`config.mk`:
```
export PLATFORM = sky130hd
export DESIGN_NAME = uart_rx
export DESIGN_NICKNAME = d
export VERILOG_FILES = /design/src/rtl/uart_pkg.sv /design/src/rtl/uart_sync2.sv /design/src/rtl/uart_rx.sv
export SDC_FILE = /design/constraint.sdc
export NUM_CORES = 1
export LEC_CHECK = 0
export BUFFER_PORTS_ARGS = -buffer_cell sky130_fd_sc_hd__clkbuf_2
export CAP_MARGIN = 10
export CORE_ASPECT_RATIO = 1.75
export CORE_MARGIN = 2
export CORE_UTILIZATION = 50
export CTS_BUF_LIST = sky130_fd_sc_hd__clkbuf_2
export CTS_CLUSTER_SIZE = 28
export DETAILED_ROUTE_END_ITERATION = 7
export PLACE_DENSITY_LB_ADDON = 0.15
export SKIP_CTS_REPAIR_TIMING = 1
export SLEW_MARGIN = 5
export SYNTH_ARGS = -nofsm -noshare
export SYNTH_HDL_FRONTEND = slang
export SYNTH_SLANG_ARGS = --single-unit
export TNS_END_PERCENT = 50
```
`constraint.sdc`:
```
create_clock -name i_Clock -period 3.9 [get_ports i_Clock]
set_input_delay 0.195 -clock i_Clock [delete_from_list [all_inputs] [get_ports i_Clock]]
set_output_delay 0.195 -clock i_Clock [all_outputs]
set_load 0.01 [all_outputs]
```
`src/rtl/uart_pkg.sv`:
```
// Shared UART definitions: FSM state encodings, default widths and reset bit period.
// Used by both uart_rx and uart_tx.
package uart_pkg;

    localparam int UART_DATA_WIDTH_DEF   = 8;
    localparam int CONFIG_DATA_WIDTH_DEF = 32;

    // Clocks-per-bit minus 1 loaded at reset.
    localparam int RESET_CPB_M1 = 437;

    typedef enum logic [2:0] {
        ST_IDLE    = 3'd0,
        ST_START   = 3'd1,
        ST_DATA    = 3'd2,
        ST_PARITY  = 3'd3,
        ST_STOP    = 3'd4,
        ST_CLEANUP = 3'd5
    } uart_state_e;

endpackage

```
`src/rtl/uart_sync2.sv`:
```
// Two-flop synchronizer for an asynchronous, idle-high serial input.
// Both flops reset to 1 so a reset never looks like a start bit.
module uart_sync2 (
    input  logic clk_i,
    input  logic rst_i,
    input  logic d_i,
    output logic q_o
);

    logic meta_q;
    logic sync_q;

    always_ff @(posedge clk_i or posedge rst_i) begin
        if (rst_i) begin
            meta_q <= 1'b1;
            sync_q <= 1'b1;
        end else begin
            meta_q <= d_i;
            sync_q <= meta_q;
        end
    end

    assign q_o = sync_q;

endmodule

```
`src/rtl/uart_rx.sv`:
```
// UART receiver: start/data/stop framing with a run-time bit period (CPB-1) latched per frame.
// Optional even parity bit when UART_RX_PARITY_EN is defined.
module uart_rx
    import uart_pkg::*;
#(
    parameter int UART_DATA_WIDTH   = UART_DATA_WIDTH_DEF,
    parameter int CONFIG_DATA_WIDTH = CONFIG_DATA_WIDTH_DEF
) (
    input  logic                         i_Clock,
    input  logic                         i_Reset,
    input  logic [CONFIG_DATA_WIDTH-1:0] uart_config_data,
    input  logic                         i_Rx_Serial,
    output logic                         o_Rx_DV,
    output logic [UART_DATA_WIDTH-1:0]   o_Rx_Byte,
    output logic                         o_Rx_Frame_Err,
    output logic                         o_Rx_Parity_Err,
    output logic                         o_Rx_Active
);

    localparam int IDX_W = (UART_DATA_WIDTH > 1) ? $clog2(UART_DATA_WIDTH) : 1;
    localparam logic [IDX_W-1:0] LAST_IDX = IDX_W'(UART_DATA_WIDTH - 1);
    localparam logic [CONFIG_DATA_WIDTH-1:0] CFG_RESET = CONFIG_DATA_WIDTH'(RESET_CPB_M1);
    localparam logic [CONFIG_DATA_WIDTH-1:0] CNT_ONE = CONFIG_DATA_WIDTH'(1);

    logic rx_sync;
    logic rx_prev_q;

    uart_sync2 u_sync (
        .clk_i (i_Clock),
        .rst_i (i_Reset),
        .d_i   (i_Rx_Serial),
        .q_o   (rx_sync)
    );

    uart_state_e                  state_q;
    logic [CONFIG_DATA_WIDTH-1:0] count_q;
    logic [CONFIG_DATA_WIDTH-1:0] config_data_q;
    logic [IDX_W-1:0]             bit_idx_q;
    logic [UART_DATA_WIDTH-1:0]   shift_q;
    logic [UART_DATA_WIDTH-1:0]   byte_q;
    logic                         dv_q;
    logic                         frame_err_q;
    logic                         active_q;
`ifdef UART_RX_PARITY_EN
    logic                         parity_bit_q;
    logic                         parity_err_q;
`endif

    logic start_edge;
    logic half_done;
    logic bit_done;

    assign start_edge = rx_prev_q & ~rx_sync;
    assign half_done  = (count_q == (config_data_q >> 1));
    assign bit_done   = (count_q == config_data_q);

    // Sampling uses the delayed copy: the edge is seen one cycle late, so rx_prev_q
    // lines up with the true mid-bit point, which keeps CPB 1 working.
    always_ff @(posedge i_Clock or posedge i_Reset) begin
        if (i_Reset) begin
            state_q       <= ST_IDLE;
            rx_prev_q     <= 1'b1;
            count_q       <= '0;
            config_data_q <= CFG_RESET;
            bit_idx_q     <= '0;
            shift_q       <= '0;
            byte_q        <= '0;
            dv_q          <= 1'b0;
            frame_err_q   <= 1'b0;
            active_q      <= 1'b0;
`ifdef UART_RX_PARITY_EN
            parity_bit_q  <= 1'b0;
            parity_err_q  <= 1'b0;
`endif
        end else begin
            rx_prev_q   <= rx_sync;
            dv_q        <= 1'b0;
            frame_err_q <= 1'b0;
`ifdef UART_RX_PARITY_EN
            parity_err_q <= 1'b0;
`endif
            case (state_q)
                ST_IDLE: begin
                    count_q   <= '0;
                    bit_idx_q <= '0;
                    if (start_edge) begin
                        config_data_q <= uart_config_data;
                        active_q      <= 1'b1;
                        state_q       <= ST_START;
                    end
                end
                ST_START: begin
                    if (half_done) begin
                        count_q <= '0;
                        if (!rx_prev_q) begin
                            state_q <= ST_DATA;
                        end else begin
                            active_q <= 1'b0;
                            state_q  <= ST_IDLE;
                        end
                    end else begin
                        count_q <= count_q + CNT_ONE;
                    end
                end
                ST_DATA: begin
                    if (bit_done) begin
                        count_q            <= '0;
                        shift_q[bit_idx_q] <= rx_prev_q;
                        if (bit_idx_q == LAST_IDX) begin
                            bit_idx_q <= '0;
`ifdef UART_RX_PARITY_EN
                            state_q   <= ST_PARITY;
`else
                            state_q   <= ST_STOP;
`endif
                        end else begin
                            bit_idx_q <= bit_idx_q + 1'b1;
                        end
                    end else begin
                        count_q <= count_q + CNT_ONE;
                    end
                end
`ifdef UART_RX_PARITY_EN
                ST_PARITY: begin
                    if (bit_done) begin
                        count_q      <= '0;
                        parity_bit_q <= rx_prev_q;
                        state_q      <= ST_STOP;
                    end else begin
                        count_q <= count_q + CNT_ONE;
                    end
                end
`endif
                ST_STOP: begin
                    if (bit_done) begin
                        count_q      <= '0;
                        byte_q       <= shift_q;
                        frame_err_q  <= ~rx_prev_q;
`ifdef UART_RX_PARITY_EN
                        parity_err_q <= (^shift_q) ^ parity_bit_q;
`endif
                        dv_q         <= 1'b1;
                        state_q      <= ST_CLEANUP;
                    end else begin
                        count_q <= count_q + CNT_ONE;
                    end
                end
                ST_CLEANUP: begin
                    active_q <= 1'b0;
                    state_q  <= ST_IDLE;
                end
                default: begin
                    active_q <= 1'b0;
                    count_q  <= '0;
                    state_q  <= ST_IDLE;
                end
            endcase
        end
    end

    assign o_Rx_DV        = dv_q;
    assign o_Rx_Byte      = byte_q;
    assign o_Rx_Frame_Err = frame_err_q;
    assign o_Rx_Active    = active_q;
`ifdef UART_RX_PARITY_EN
    assign o_Rx_Parity_Err = parity_err_q;
`else
    assign o_Rx_Parity_Err = 1'b0;
`endif

endmodule

```
==> results_tabular.tex, run 1 <==
\begin{tabular}{lr}
\hline
Metric & Value \\
\hline
\multicolumn{2}{l}{\textbf{Layout}} \\
\quad Most common cell after layout, fill and taps aside & sky130\_fd\_sc\_hd\_\_dfrtp\_1 \\
\quad Count of filler cells inserted in the layout & 896 \\
\quad Utilization of the core after routing & a little under three fifths \\
\quad Net count, final & 613 \\
\quad Layout area overhead & 11.1\% \\
\quad Top library cells by usage in the layout, fill and taps aside & 83 x sky130\_fd\_sc\_hd\_\_dfrtp\_1, 63 x sky130\_fd\_sc\_hd\_\_nand2\_1, 54 x sky130\_fd\_sc\_hd\_\_clkbuf\_2 \\
\quad Ratio of cells with drive above 1 in the final layout & 23.1\% \\
\multicolumn{2}{l}{\textbf{STA}} \\
\quad Minimum hold slack & $\sim$240 ps \\
\quad Transition time at the pin with the least slew margin & 932 ps \\
\quad Accumulated negative setup slack & 0 ps \\
\quad Slew Viols, Final & 0 \\
\quad Setup violators final & 0 \\
\quad Part of the cycle the worst path needs & roughly three quarters \\
\quad Worst clock skew & 33.9 ps \\
\quad Final Hold Violating Endpoints & 0 \\
\quad Remaining max-slew budget at the tightest pin & about 38\% \\
\quad Setup repair after global routing missed its margin & no \\
\quad Achievable frequency & 334 MHz \\
\quad Minimum clock period & about 3000 ps \\
\multicolumn{2}{l}{\textbf{Drt}} \\
\quad Post-Route WL & 13000 um \\
\quad Vias & 4104 \\
\quad First-pass detailed-route iteration total & 6 \\
\quad DRC Markers & 0 \\
\quad Antenna violation net count after detailed routing & 0 \\
\quad Wirelength per Cell & between 15 and 20 um \\
\quad Iteration-0 DRC Markers & a little under 200 \\
\quad Routed vias/inst & 5.80 \\
\multicolumn{2}{l}{\textbf{Setup path}} \\
\quad Data arrival time at the worst-slack endpoint & 3500 ps \\
\quad Worst Reg2Reg Path Length in Cells & 6 \\
\quad Slowest library cell on the worst path & sky130\_fd\_sc\_hd\_\_and2\_1 \\
\quad Delay-heaviest family, CP & simple AND/OR/NAND/NOR gates \\
\quad Critical Path Sink Type & flip-flop \\
\quad Required @ worst endpoint & 4410 ps \\
\quad Worst Setup Path Type & flip-flop to flip-flop \\
\quad Cells along the critical path & xnor2\_1 > nand4\_1 > nor4\_1 > and2\_1 > o21ai\_1 > a221o\_1 \\
\quad Crit Path Max Fanout & 18 \\
\quad Register-to-Register Setup Slack & 910 ps \\
\quad Buf/Inv on CP & 0 \\
\quad Slowest Stage Delay on Critical Path & 670 ps \\
\quad Category of the worst setup path launch point & flip-flop \\
\quad Crit path depth & 6 \\
\multicolumn{2}{l}{\textbf{Place}} \\
\quad Placer congestion estimate & 0.963 \\
\quad Buffers on Ports & 45 \\
\quad HPWL after DPL & 9450 um \\
\multicolumn{2}{l}{\textbf{Global route}} \\
\quad Number of antenna violations at the first check in global routing & 1 \\
\quad Pin count of the biggest net entering global routing & 54 \\
\quad Overflow left after global routing & 0 \\
\quad Vias in the first global route & 4093 \\
\quad Global-route usage over all layers & a little under a quarter \\
\quad First-pass GRT wire length & 20500 um \\
\multicolumn{2}{l}{\textbf{Power and ir drop}} \\
\quad Leakage dissipation & between 2 and 3 nW \\
\quad Worst IR Drop VDD & approximately 0.35 mV \\
\quad Pwr per Cell Area & 472 nW/um2 \\
\multicolumn{2}{l}{\textbf{Synthesis}} \\
\quad Leading cell types by total area after synthesis & sky130\_fd\_sc\_hd\_\_dfrtp\_1 39\%, sky130\_fd\_sc\_hd\_\_mux2\_2 8.5\%, sky130\_fd\_sc\_hd\_\_xor2\_1 6.1\% \\
\quad Count of cell types in the netlist & 57 \\
\quad Flip-flop and latch count after synthesis & 92 \\
\quad Cell count after synthesis & 525 \\
\quad Share of flip-flops with an asynchronous set or reset & 100\% \\
\quad Sequential share of the synthesized area & 43.5\% \\
\quad Synthesized area & 5310 um2 \\
\quad Flip-flop cell with the highest count after synthesis & sky130\_fd\_sc\_hd\_\_dfrtp\_1 \\
\quad Average cell area after synthesis & 10.1 um2 \\
\quad Area fraction of the dominant cell type after synthesis & 39.1\% \\
\quad Number of synthesized flops with an enable pin & 0 \\
\quad Cell taking the most area after synthesis & sky130\_fd\_sc\_hd\_\_dfrtp\_1 \\
\quad Syn. warnings & 0 \\
\quad Post-synth net total & 563 \\
\multicolumn{2}{l}{\textbf{Hold path}} \\
\quad Type of the tightest min-delay check & input pin to flip-flop \\
\quad Worst hold stages & 2 \\
\multicolumn{2}{l}{\textbf{Clocking}} \\
\quad H-Tree Level Count & 3 \\
\quad Clock tree from TritonCTS & done \\
\quad Clock slew at reported path FFs & 250 ps \\
\quad Clk\_lat worst skew & 590 ps \\
\quad Sinks on the clock net & 92 \\
\quad Number of buffers inserted during clock tree synthesis & 9 \\
\quad Cell at the root of the clock tree & sky130\_fd\_sc\_hd\_\_clkbuf\_2 \\
\quad Maximum buffer depth of the clock tree & 2 \\
\multicolumn{2}{l}{\textbf{Flow run}} \\
\quad Maximum capacitance violations & 0 \\
\multicolumn{2}{l}{\textbf{Die}} \\
\quad Floorplan core area & 10300 um2 \\
\quad Overall die area & 11500 um2 \\
\quad Number of standard-cell rows in the floorplan & 49 \\
\quad Starting utilization of the core area & 51.6\% \\
\quad Boundary pin count & 47 \\
\quad DIE HEIGHT & $\sim$140 um \\
\quad Die extent in x & just over 80 um \\
\multicolumn{2}{l}{\textbf{Status}} \\
\quad Status & finished, final reports clean \\
\hline
\end{tabular}
-- Yosys cell counts (all sizes together) (2+ instances only) --
library cell / count
clkbuf: 16
a22o: 2
dfrtp: 83
xor2: 37
mux2i: 2
a21oi: 4
dfstp: 9
nor2: 26
o21ai: 29
o21a: 4
nor3b: 3
and3: 4
nand2b: 2
inv: 7
nand2: 65
buf: 29
o211ai: 10
ha: 3
and2: 7
mux2: 49
nand3: 15
o22ai: 8
nor2b: 3
a21o: 2
and4: 4
or2: 2
xnor2: 35
nand4: 25
nand4b: 5
nor3: 8
nor4: 14
-- metal layers --
metal,track usage (%),part of all wire [%],wire (um),up-vias
li1,-,-,-,1922
met1,26.7,38,4880,2010
met2,41.1,54,7020,130
met3,3.61,4.0,521,42
met4,12.9,4.5,584,0
met5,0,0,0,-
-- logic make-up (layout without fill, tap and decap cells) --
| family | after synthesis | count (layout) | synth area share, % |
|---|---|---|---|
| muxes | 51 | 51 | 11.3 |
| xor gates and xnor gates | 72 | 72 | 12.0 |
| adders and majority gates | 3 | 3 | 0.706 |
| and+or+nand+nor | 185 | 185 | 18.7 |
| buffers and inverters | 53 | 108 | 5.58 |
| DFF | 92 | 92 | 43.5 |
| AOI/OAI and AO/OA | 68 | 68 | 8.08 |
| other | 1 | 2 | 0.0706 |
-- per-stage QoR --
stage | power [mW] | area, um2 | cells | setup WS, ps
after global placement | 2.33 | 5470 | 657 | 962
after detailed placement | 2.35 | 5470 | 657 | 960
after floorplan | 2.06 | 5310 | 525 | 1330
final | 2.79 | 5900 | 708 | 906
after global routing | 2.95 | 5900 | 708 | 687
after CTS | 2.76 | 5560 | 673 | 924
-- final timing paths --
kind                                              start                            to
worst max register to register  count_q[16]$_DFFE_PP0P_       count_q[21]$_DFFE_PP0P_
max in group asynchronous                       i_Reset  config_data_q[8]$_DFFE_PP1P_
worst min register to register  u_sync.meta_q$_DFF_PP1_          u_sync.q_o$_DFF_PP1_
worst max-delay path            count_q[16]$_DFFE_PP0P_       count_q[21]$_DFFE_PP0P_
worst min-delay path                        i_Rx_Serial       u_sync.meta_q$_DFF_PP1_
min in group asynchronous                       i_Reset      o_Rx_Byte[7]$_DFFE_PP0P_
-- final cells by class --
cell class	instances	area (um2)	share of cell area, %
inverter	8	31.3	0.530
sequential	92	2310	39.2
antenna	1	2.50	0.0424
multi-input combinational	380	2710	45.8
timing repair buffer	84	603	10.2
clock buffer	9	45.0	0.763
tap	127	159	2.69
clock inverter	7	43.8	0.742
-- sequential cells by signal, indices dropped and copies added (netlist names) --
signal          flops
state_q             3
o_Rx_Frame_Err      1
o_Rx_DV             1
o_Rx_Byte           8
rx_prev_q           1
u_sync.meta_q       1
shift_q             8
config_data_q      32
count_q            32
o_Rx_Active         1
bit_idx_q           3
u_sync.q_o          1
-- power breakdown --
group | total [mW] | switching [mW] | internal [mW]
Clock | 0.418 | 0.340 | 0.0785
Sequential | 1.44 | 0.264 | 1.17
Combinational | 0.931 | 0.481 | 0.450
Total | 2.79 | 1.08 | 1.70
Power figures use the tool's default switching activity.
==> run 2, diff against run 1 <==
- clock period: 3.9 -> 2.7 ns (I/O delays scaled with it)
==> results_tabular.tex, run 2 (synthesis gave the netlist of run 1 again) <==
\begin{tabular}{lr}
\hline
Metric & Value \\
\hline
\multicolumn{2}{l}{\textbf{Clocking}} \\
\quad Clk\_lat worst skew & just under 600 ps \\
\quad Clock slew at reported path FFs & 260 ps \\
\quad Maximum buffer depth of the clock tree & 2 \\
\quad Clock tree from TritonCTS & done \\
\quad H-Tree Level Count & 3 \\
\quad Cell at the root of the clock tree & sky130\_fd\_sc\_hd\_\_clkbuf\_2 \\
\quad Sinks on the clock net & just over 90 \\
\quad Number of buffers inserted during clock tree synthesis & 9 \\
\multicolumn{2}{l}{\textbf{STA}} \\
\quad Setup repair after global routing missed its margin & no \\
\quad Achievable frequency & 415 MHz \\
\quad Slew Viols, Final & 0 \\
\quad Transition time at the pin with the least slew margin & between 500 and 600 ps \\
\quad Final Hold Violating Endpoints & 0 \\
\quad Part of the cycle the worst path needs & 89.3\% \\
\quad Minimum clock period & about 2400 ps \\
\quad Setup violators final & 0 \\
\quad Remaining max-slew budget at the tightest pin & 65.9\% \\
\quad Accumulated negative setup slack & 0 ps \\
\quad Worst clock skew & 39.6 ps \\
\multicolumn{2}{l}{\textbf{Die}} \\
\quad DIE HEIGHT & 140 um \\
\quad Number of standard-cell rows in the floorplan & 49 \\
\quad Floorplan core area & 10300 um2 \\
\quad Overall die area & between 10000 and 15000 um2 \\
\quad Boundary pin count & 47 \\
\quad Starting utilization of the core area & between 50\% and 60\% \\
\quad Die extent in x & 81.9 um \\
\multicolumn{2}{l}{\textbf{Place}} \\
\quad Buffers on Ports & 45 \\
\quad Placer congestion estimate & 0.923 \\
\quad HPWL after DPL & 9640 um \\
\multicolumn{2}{l}{\textbf{Power and ir drop}} \\
\quad Comb power frac & 33.9\% \\
\quad Sequential share of power & roughly 49\% \\
\quad Pwr per Cell Area & 688 nW/um2 \\
\quad Psw & around 1.6 mW \\
\quad Share of total power consumed by net switching & 37.1\% \\
\quad Worst IR Drop VDD & about 0.53 mV \\
\quad Leakage dissipation & 2.73 nW \\
\quad Internal power summed over all cells & 2.63 mW \\
\quad Share of total power in the clock network & 17.0\% \\
\quad Overall power after layout & 4.19 mW \\
\multicolumn{2}{l}{\textbf{Drt}} \\
\quad Vias & roughly 4100 \\
\quad Routed vias/inst & between 5 and 6 \\
\quad Post-Route WL & 13200 um \\
\quad DRC Markers & 0 \\
\quad Iteration-0 DRC Markers & 227 \\
\quad First-pass detailed-route iteration total & 5 \\
\quad Wirelength per Cell & 18.3 um \\
\quad Antenna violation net count after detailed routing & 0 \\
\multicolumn{2}{l}{\textbf{Layout}} \\
\quad Ratio of cells with drive above 1 in the final layout & 25.7\% \\
\quad Count of filler cells inserted in the layout & 877 \\
\quad Storage element area & 2310 um2 \\
\quad Most common cell after layout, fill and taps aside & sky130\_fd\_sc\_hd\_\_dfrtp\_1 \\
\quad Top flop regs & config\_data\_q x32, count\_q x32 \\
\quad Net count, final & 629 \\
\quad Footprint of the multi-input gates & 2710 um2 \\
\quad Top library cells by usage in the layout, fill and taps aside & 82 x sky130\_fd\_sc\_hd\_\_dfrtp\_1, 63 x sky130\_fd\_sc\_hd\_\_nand2\_1, 56 x sky130\_fd\_sc\_hd\_\_clkbuf\_2 \\
\quad Layout area overhead & 14.6\% \\
\multicolumn{2}{l}{\textbf{Setup path}} \\
\quad Crit Path Max Fanout & 13 \\
\quad Data arrival time at the worst-slack endpoint & 2920 ps \\
\quad Required @ worst endpoint & about 3200 ps \\
\quad Slowest Stage Delay on Critical Path & 550 ps \\
\quad Slowest library cell on the worst path & sky130\_fd\_sc\_hd\_\_dfrtp\_1 \\
\quad Register-to-Register Setup Slack & 290 ps \\
\quad Category of the worst setup path launch point & flip-flop \\
\quad Crit path top cell by count & sky130\_fd\_sc\_hd\_\_nand4\_1 \\
\quad Critical Path Sink Type & flip-flop \\
\quad Cells along the critical path & xnor2\_1 > nand4\_1 > nor4\_2 > and2\_1 > buf\_4 > nand4\_1 > mux2\_1 \\
\quad Worst Setup Path Type & flip-flop to flip-flop \\
\multicolumn{2}{l}{\textbf{Status}} \\
\quad Status & finished, final reports clean \\
\multicolumn{2}{l}{\textbf{Global route}} \\
\quad Global-route usage over all layers & roughly a quarter \\
\quad Number of antenna violations at the first check in global routing & 1 \\
\quad Overflow left after global routing & 0 \\
\quad First-pass GRT wire length & 20800 um \\
\quad Vias in the first global route & a little over 4000 \\
\quad Pin count of the biggest net entering global routing & between 70 and 80 \\
\multicolumn{2}{l}{\textbf{Flow run}} \\
\quad Maximum capacitance violations & 0 \\
\multicolumn{2}{l}{\textbf{Hold path}} \\
\quad Type of the tightest min-delay check & input pin to flip-flop \\
\hline
\end{tabular}
run 2: cell types whose count changed in the layout (fill, tap and decap cells not counted), sizes merged:
cell,previous run,this run
buf,5,20
clkinvlp,3,0
clkbuf,54,56
bufinv,0,1
clkinv,6,5
dlygate4sd3,34,35
inv,6,7
run 2: worst paths after layout:
check	startpoint	endpoint	cells after the start
setup / recovery	count_q[7]$_DFFE_PP0P_	shift_q[5]$_DFFE_PP0P_	7
max in group asynchronous	i_Reset	u_sync.meta_q$_DFF_PP1_	5
hold reg to reg	u_sync.meta_q$_DFF_PP1_	u_sync.q_o$_DFF_PP1_	0
min in group asynchronous	i_Reset	count_q[18]$_DFFE_PP0P_	4
hold / removal	i_Rx_Serial	u_sync.meta_q$_DFF_PP1_	2
setup reg to reg	count_q[7]$_DFFE_PP0P_	shift_q[5]$_DFFE_PP0P_	7
run 2: routing by layer:
metal / vias to the layer above / share of wire [%] / track usage, % / routed length, um
li1: 1961 / - / - / -
met5: - / 0 / 0 / 0
met2: 112 / 54 / 41.6 / 7090
met4: 0 / 4.2 / 10.7 / 551
met1: 2037 / 40 / 27.9 / 5230
met3: 36 / 2.7 / 4.57 / 359
run 2: area by class of cell:
class                           instances  share of cell area (%)
Antenna cell                            1                  0.0411
Clock inverter                          5                    1.01
Clock buffer                           11                   0.904
Timing Repair Buffer                  100                    12.3
Tap cell                              127                    2.61
Inverter                                8                   0.514
Sequential cell                        92                    38.0
Multi-Input combinational cell        380                    44.6
run 2: power by group through the flow:
stage                     registers [mW]  logic (mW)  clock network, mW
after floorplan                     1.97        1.01                  0
after global placement              2.07        1.36                  0
after detailed placement            2.09        1.37                  0
after CTS                           2.06        1.38              0.741
after global routing                2.11        1.55              0.799
final                               2.06        1.42              0.713
run 2: critical path: cells and delay by family (launching register included):
family,cells,cell delay [ps]
simple gates,4,910
flops,1,550
mux,1,330
xor+xnor,1,300
buf+inv,1,250
run 2: metrics by stage:
step                      hold WS (ps)  utilization, %  cell area (um2)  setup slack, ps  instances
after floorplan                    139               -             5310              188        525
after global placement             127            54.5             5610              265        672
after detailed placement           125            54.5             5610              284        672
after CTS                         -591            55.6             5730              231        688
after global routing               156            59.1             6090              139        724
final                              207            59.1             6090              289        724
